--- config.mk ---
export PLATFORM = sky130hd
export DESIGN_NAME = dsp_ce_sequencer_flat
export DESIGN_NICKNAME = d
export VERILOG_FILES = /design/src/rtl/dsp_ce_sequencer_if.sv /design/src/rtl/dsp_ce_sequencer.sv /design/src/flat_wrapper.sv
export SDC_FILE = /design/constraint.sdc
export NUM_CORES = 1
export LEC_CHECK = 0
export CAP_MARGIN = 10
export CORE_AREA = 4 4 45 47
export DETAILED_ROUTE_END_ITERATION = 12
export DIE_AREA = 0 0 49 51
export MAX_ROUTING_LAYER = met4
export SLEW_MARGIN = 30
export SYNTH_ARGS = -nofsm -noshare
export SYNTH_HDL_FRONTEND = slang
export SYNTH_SLANG_ARGS = --single-unit
--- constraint.sdc ---
create_clock -name clk -period 3.8 [get_ports clk]
set_input_delay 0.38 -clock clk [delete_from_list [all_inputs] [get_ports clk]]
set_output_delay 0.38 -clock clk [all_outputs]
set_load 0.01 [all_outputs]
--- src/rtl/dsp_ce_sequencer_if.sv ---
// Operand-in / result-out valid-ready handshake for dsp_ce_sequencer.
// master = producer/consumer side, slave = the sequencer.
interface dsp_ce_sequencer_if;
  logic in_valid;
  logic in_ready;
  logic out_valid;
  logic out_ready;

  modport master (
    output in_valid,
    output out_ready,
    input  in_ready,
    input  out_valid
  );

  modport slave (
    input  in_valid,
    input  out_ready,
    output in_ready,
    output out_valid
  );
endinterface

--- src/rtl/dsp_ce_sequencer.sv ---
// Clock-enable / stage-reset sequencer for the DSP48A1 register stages, with valid-token tracking.
// Optional saturating output-stall counter when DSP_CE_STALL_CNT_EN is defined.
module dsp_ce_sequencer #(
  parameter int NUM_STAGES = 4,
  parameter int CNT_W      = 4
) (
  input  logic                  clk,
  input  logic                  rst,
  input  logic                  flush,
  dsp_ce_sequencer_if.slave     hs,
  output logic [NUM_STAGES-1:0] ce,
  output logic [NUM_STAGES-1:0] stage_rst,
  output logic [CNT_W-1:0]      occupancy,
  output logic                  busy
`ifdef DSP_CE_STALL_CNT_EN
  ,
  output logic [15:0]           stall_cnt
`endif
);

  logic [NUM_STAGES-1:0] v_q, v_d;
  logic [CNT_W-1:0]      occ_q, occ_d;
  logic [NUM_STAGES:0]   ce_ext;     // ce_ext[NUM_STAGES] is the output handshake
  logic                  in_ready_c;
  logic                  run;

  assign run = rst & ~flush;

  // Enable chain walks from the output back to stage 0 so each stage sees
  // whether its downstream neighbour moves this cycle.
  always_comb begin
    logic carry;
    // NOTE: every variable written here gets a value first, so no latch is inferred.
    carry                  = run & v_q[NUM_STAGES-1] & hs.out_ready;
    ce_ext                 = '0;
    ce_ext[NUM_STAGES]     = carry;
    for (int i = NUM_STAGES - 1; i >= 1; i--) begin
      carry     = run & v_q[i-1] & (~v_q[i] | carry);
      ce_ext[i] = carry;
    end
    in_ready_c = run & (~v_q[0] | carry);
    ce_ext[0]  = hs.in_valid & in_ready_c;
  end

  always_comb begin
    v_d   = '0;
    occ_d = '0;
    if (run) begin
      for (int i = 0; i < NUM_STAGES; i++) begin
        v_d[i] = ce_ext[i] | (v_q[i] & ~ce_ext[i+1]);
      end
      occ_d = occ_q + CNT_W'(ce_ext[0]) - CNT_W'(ce_ext[NUM_STAGES]);
    end
  end

`ifdef DSP_CE_STALL_CNT_EN
  logic [15:0] stall_q, stall_d;

  always_comb begin
    stall_d = stall_q;
    if (!run) begin
      stall_d = '0;
    end else if (hs.out_valid && !hs.out_ready && stall_q != 16'hFFFF) begin
      stall_d = stall_q + 16'd1;
    end
  end

  always_ff @(posedge clk) begin
    if (!rst) stall_q <= '0;
    else      stall_q <= stall_d;
  end

  assign stall_cnt = stall_q;
`endif

  // NOTE: reset is synchronous and all state uses non-blocking assignments.
  always_ff @(posedge clk) begin
    if (!rst) begin
      v_q   <= '0;
      occ_q <= '0;
    end else begin
      v_q   <= v_d;
      occ_q <= occ_d;
    end
  end

  // Gating with rst keeps outputs quiet even before the first reset edge.
  assign ce           = ce_ext[NUM_STAGES-1:0];
  assign stage_rst    = {NUM_STAGES{~rst | flush}};
  assign hs.in_ready  = in_ready_c;
  assign hs.out_valid = rst & v_q[NUM_STAGES-1];
  assign occupancy    = occ_q;
  assign busy         = rst & (occ_q != '0);

endmodule
--- src/flat_wrapper.sv ---
// flat-port wrapper written by rule: the top's interface ports become plain ports
module dsp_ce_sequencer_flat 
#(
  parameter int NUM_STAGES = 4,
  parameter int CNT_W      = 4
)
  (clk, rst, flush, ce, stage_rst, occupancy, busy, hs_in_valid, hs_out_ready, hs_in_ready, hs_out_valid);
  dsp_ce_sequencer_if hs_i ();
  input  logic clk;
  input  logic rst;
  input  logic flush;
  output logic [NUM_STAGES-1:0] ce;
  output logic [NUM_STAGES-1:0] stage_rst;
  output logic [CNT_W-1:0] occupancy;
  output logic busy;
  input wire logic [$bits(hs_i.in_valid)-1:0] hs_in_valid;
  input wire logic [$bits(hs_i.out_ready)-1:0] hs_out_ready;
  output wire logic [$bits(hs_i.in_ready)-1:0] hs_in_ready;
  output wire logic [$bits(hs_i.out_valid)-1:0] hs_out_valid;
  assign hs_i.in_valid = hs_in_valid;
  assign hs_i.out_ready = hs_out_ready;
  assign hs_in_ready = hs_i.in_ready;
  assign hs_out_valid = hs_i.out_valid;
  dsp_ce_sequencer #(.NUM_STAGES(NUM_STAGES), .CNT_W(CNT_W)) u_core (.clk(clk), .rst(rst), .flush(flush), .hs(hs_i), .ce(ce), .stage_rst(stage_rst), .occupancy(occupancy), .busy(busy));
endmodule
# ---- After elaboration in Yosys (flattened, before gate mapping)
# Index checks and enable logic that the tools add are counted.
dict set report totals {
  inputBits 5
  word_cells 42
  output_inout_bits 15
  ff_bits 8
}
dict set report op_classes {
  reduce_logical 2
  add_sub_neg 2
  bitwise 36
}
# cell n
set op_table {}
lappend op_table {{1-bit bitwise AND} 17}
lappend op_table {{1-bit NOT} 10}
lappend op_table {{1-bit bitwise OR} 9}
lappend op_table {{4-bit by 1-bit adder with 4-bit output} 1}
lappend op_table {{4-bit nonzero test} 1}
lappend op_table {{4-bit by 1-bit subtractor with 4-bit output} 1}
lappend op_table {{2-bit AND reduction} 1}

# ---- Longest topological paths before layout
dict set report depth {
  ltp_word 15
  depth_mapped 11
  depth_no_buf 11
}

# ---- Worst setup path after synthesis
# No wires, ideal clock.
dict set report synth_path {
  path_type {input-to-reg}
  from {in flush}
  to {reg u_core.occ_q[3], in the netlist u_core.occupancy[3]}
  t_arrival_ns 2.194
  path_buffers 0
  setup_ns 0.074
  slack_ns 1.531
  stages 10
  required_time_ns 3.726
  cell_sequence {and2b_2 > inv_4 > a21oi_1 > nand2_1 > ha_1 > inv_1 > ha_1 > a21o_1 > a2111o_1 > o21ai_0}
}
dict set report synth_between {
  elab_chain_cells 15
  word_cells_on_any_way 19
  classes_between {add/sub (2); bitwise (16); reduce/logical (1)}
}
# item line_no
set synth_rtl {}
lappend synth_rtl {{start: declaration} flat_wrapper.sv:11} ;# input logic flush;
lappend synth_rtl {{1-bit NOT *} dsp_ce_sequencer.sv:27} ;# assign run = rst & ~flush;
lappend synth_rtl {{1-bit bitwise AND *} dsp_ce_sequencer.sv:27}
lappend synth_rtl {{1-bit bitwise AND (2 in a row)} dsp_ce_sequencer.sv:34} ;# carry = run & v_q[NUM_STAGES-1] & hs.out_ready;
lappend synth_rtl {{1-bit bitwise OR} dsp_ce_sequencer.sv:38} ;# carry = run & v_q[i-1] & (~v_q[i] | carry);
lappend synth_rtl {{1-bit bitwise AND} dsp_ce_sequencer.sv:38}
lappend synth_rtl {{1-bit bitwise OR} dsp_ce_sequencer.sv:38}
lappend synth_rtl {{1-bit bitwise AND} dsp_ce_sequencer.sv:38}
lappend synth_rtl {{1-bit bitwise OR} dsp_ce_sequencer.sv:38}
lappend synth_rtl {{1-bit bitwise AND} dsp_ce_sequencer.sv:38}
lappend synth_rtl {{1-bit bitwise OR} dsp_ce_sequencer.sv:41} ;# in_ready_c = run & (~v_q[0] | carry);
lappend synth_rtl {{1-bit bitwise AND *} dsp_ce_sequencer.sv:41}
lappend synth_rtl {{named net hs_in_ready} flat_wrapper.sv:18} ;# output wire logic [$bits(hs_i.in_ready)-1:0] hs_in_ready;
lappend synth_rtl {{1-bit bitwise AND *} dsp_ce_sequencer.sv:42} ;# ce_ext[0] = hs.in_valid & in_ready_c;
lappend synth_rtl {{4-bit by 1-bit adder with 4-bit output *} dsp_ce_sequencer.sv:52} ;# occ_d = occ_q + CNT_W'(ce_ext[0]) - CNT_W'(ce_ext[NUM_STAGES]);
lappend synth_rtl {{4-bit by 1-bit subtractor with 4-bit output *} dsp_ce_sequencer.sv:52}
lappend synth_rtl {{end signal: assignment} dsp_ce_sequencer.sv:80} ;# occ_q <= '0;
lappend synth_rtl {{end signal: assignment} dsp_ce_sequencer.sv:83} ;# occ_q <= occ_d;
lappend synth_rtl {{end: declaration} dsp_ce_sequencer.sv:22} ;# logic [CNT_W-1:0] occ_q, occ_d;
# The timed path passes the listed nets; every way through them passes the cells marked *.
# A chain may end at the register's enable or synchronous reset.

# ---- Worst setup path after layout
dict set report layout_path {
  from {in rst}
  to {out ce[0]}
}
dict set report layout_between {
  elab_chain_cells 12
  word_cells_on_any_way 15
  classes_between {bitwise (15)}
}
# item line_no
set layout_rtl {}
lappend layout_rtl {{start: declaration} flat_wrapper.sv:10} ;# input logic rst;
lappend layout_rtl {{1-bit bitwise AND *} dsp_ce_sequencer.sv:27}
lappend layout_rtl {{1-bit bitwise AND (2 in a row)} dsp_ce_sequencer.sv:34}
lappend layout_rtl {{1-bit bitwise OR} dsp_ce_sequencer.sv:38}
lappend layout_rtl {{1-bit bitwise AND} dsp_ce_sequencer.sv:38}
lappend layout_rtl {{1-bit bitwise OR} dsp_ce_sequencer.sv:38}
lappend layout_rtl {{1-bit bitwise AND} dsp_ce_sequencer.sv:38}
lappend layout_rtl {{1-bit bitwise OR} dsp_ce_sequencer.sv:38}
lappend layout_rtl {{1-bit bitwise AND} dsp_ce_sequencer.sv:38}
lappend layout_rtl {{1-bit bitwise OR} dsp_ce_sequencer.sv:41}
lappend layout_rtl {{1-bit bitwise AND *} dsp_ce_sequencer.sv:41}
lappend layout_rtl {{1-bit bitwise AND *} dsp_ce_sequencer.sv:42}
lappend layout_rtl {{end: declaration} flat_wrapper.sv:12} ;# output logic [NUM_STAGES-1:0] ce;
# Mark *: on every way between the ends. The rest lies on a longest branch, timed or not.

==> results.cfg <==
[sta]
drv_slew = 0
max_freq_mhz = 410
slew_headroom_pct = 82.5
post-route-period-util_pct = 64.3
hold_viol_final = 0
finalSetupTns_ns = 0
rsz0062_at_grt = no
period_minus_slack_ns = 2.44
worst_clock_skew_ns = 0.00428
finalSetupViolations = 0
worst_pin_slew_ns = 0.263

[placement]
port_buffers = 19
place.gp.congestion = 0.776
hpwl_um = 803

[global_routing]
grt_antenna_before_repair = 0
grt_pass1_wl_mm = 1.70
track_usage_pct = 9.14
gr-total-overflow = 0
grt_pass1_vias = 440
grt_max_degree = 14

[die]
die_w_um = 49
dieArea_um2 = 2500
fp.coreArea_um2 = 1650
rows = 15
pin_count = 20
die_h_um = 51
initial_core_util_pct = 28.4

[cts]
h-tree-depth = 1
cts_buffers = 3
numClockSinks = 8
clock_path_buffers = 2
clk_latency_ns = 0.26
ctsResizeCount = 0
cts-root-buf = clkbuf_4
cts_hold_buf = 0
cts_tree = done
postCtsSetupBuffers = 0
path_clk_slew_ns = 0.06

[final_layout]
nets = 88
drive_gt1_share_pct = 6.67
fin_util_pct = 41.2
area.growth.synth_to_final_pct = 45.1
antenna_cells = 0

[synthesis]
synth_fp_nets = 67
yosys-top-cells-area = dfxtp_1 (34%), ha_1 (13%), nor2_1 (8.0%)
synth.distinct_cells = 20
syn_area_per_cell_um2 = 8.38
synthCells = 56
netlist.area_leader.share_pct = 34.1
synth_top_cell_by_area = dfxtp_1
synth-seq-cells = 8
synth_warnings = 0
ys_seq_area_share_pct = 34.1
synth_area_um2 = 469

[critical_path]
arrival_ns = 2.06
startpoint_type = input pin
crit_path_end_kind = output pin
path_max_fanout = 13
crit_required_ns = 3.42
critPathKind = input pin to output pin

[job]
drv_cap = 0

[drt]
initialDrtViolationCount = 7
vias = 431
wl_per_cell_um = 11.0
wl_mm = 1.01
drc = 0
dr.pass1.iters = 6
antenna_left = 0
avgViaCountPerCell = 4.68

[status]
status = finished clean

[worst_hold_path]
min_path_type = flip-flop to flip-flop

[power_and_ir_drop]
powerDensity_nw_per_um2 = 261
peakVddDrop_mv = 0.113
p_leak_nw = 0.272
==> power by group <==
group          leakage [nW]  switching, mW  internal (mW)  total, mW
sequential           0.0647       0.000900         0.0849     0.0858
combinational         0.194        0.00930         0.0127     0.0220
clock                0.0138         0.0337         0.0365     0.0702
total                 0.272         0.0439          0.134      0.178
==> routing by layer <==
metal	vias up	routed length, µm	global-route usage, %
met4	0	23	8.07
met2	11	462	14.3
met5	-	0	-
li1	217	-	-
met1	200	488	9.63
met3	3	36	2.04
==> state kept, by name, summed over array words and instances (netlist names) <==
register          count
u_core.occupancy      4
u_core.v_q            4
==> layout make-up <==
type | instances | area, µm²
clock buffer | 3 | 22.5
fill | 180 | 971
inverter | 7 | 28.8
multi-input combinational | 38 | 258
sequential | 8 | 160
tap | 17 | 21.3
timing repair buffer | 19 | 190
==> cells in the mapped netlist <==
cell	n
a2111o_1	1
a21boi_0	1
a21o_1	1
a21oi_1	5
and2_1	3
and2b_2	1
and3_1	1
and4b_1	1
buf_4	3
dfxtp_1	8
fa_1	1
ha_1	5
inv_1	6
inv_4	1
nand2_1	4
nor2_1	10
nor2b_1	1
nor3b_1	1
o21ai_0	1
xor2_1	1
==> cells by family (layout without fill, tap and decap cells) <==
family	count (synthesis)	count (layout)	share of synthesized area (%)
AOI/OAI and AO/OA	9	9	12.0
xor gates and xnor gates	1	1	1.87
adders and majority gates	6	6	17.6
buffers and inverters	10	29	10.9
DFF	8	8	34.1
and+or+nand+nor	22	22	23.5
==> placed cells by master (no fill, tap or decap), types with 3 or more instances in the layout <==
cell type and instances:
clkdlybuf4s50_1 19, nor2_1 10, dfxtp_1 8, inv_1 6, a21oi_1 5, ha_1 5
nand2_1 4, and2_1 3, clkbuf_4 3
==> path summary, 6_finish.rpt <==
| check | cells after the start | from | slack (ns) | to |
|---|---|---|---|---|
| worst max-delay path | 6 | rst | 1.36 | ce[0] |
| worst max register to register | 10 | u_core.v_q[2]$_SDFF_PN0_ | 1.66 | u_core.occupancy[2]$_SDFF_PN0_ |
| worst min-delay path | 2 | u_core.v_q[1]$_SDFF_PN0_ | 0.53 | u_core.v_q[2]$_SDFF_PN0_ |
| worst min register to register | 2 | u_core.v_q[1]$_SDFF_PN0_ | 0.53 | u_core.v_q[2]$_SDFF_PN0_ |
==> worst max-delay path: stages <==
cell,delay [ns]
clkdlybuf4s50_1,0.49
and2b_2,0.22
inv_4,0.09
a21oi_1,0.20
and2_1,0.15
clkdlybuf4s50_1,0.53
==> stage by stage <==
stage / setup slack [ns] / instance area [µm²] / hold slack (ns) / cells / power, mW
floorplan: 1.53 / 469 / 0.452 / 56 / 0.0983
global placement: 1.10 / 658 / 0.495 / 89 / 0.110
detailed placement: 1.08 / 658 / 0.505 / 89 / 0.110
CTS: 1.34 / 681 / 0.526 / 92 / 0.180
global route: 1.14 / 681 / 0.564 / 92 / 0.185
finish: 1.36 / 681 / 0.526 / 92 / 0.178
No activity file was read; power rests on OpenSTA's default activity.
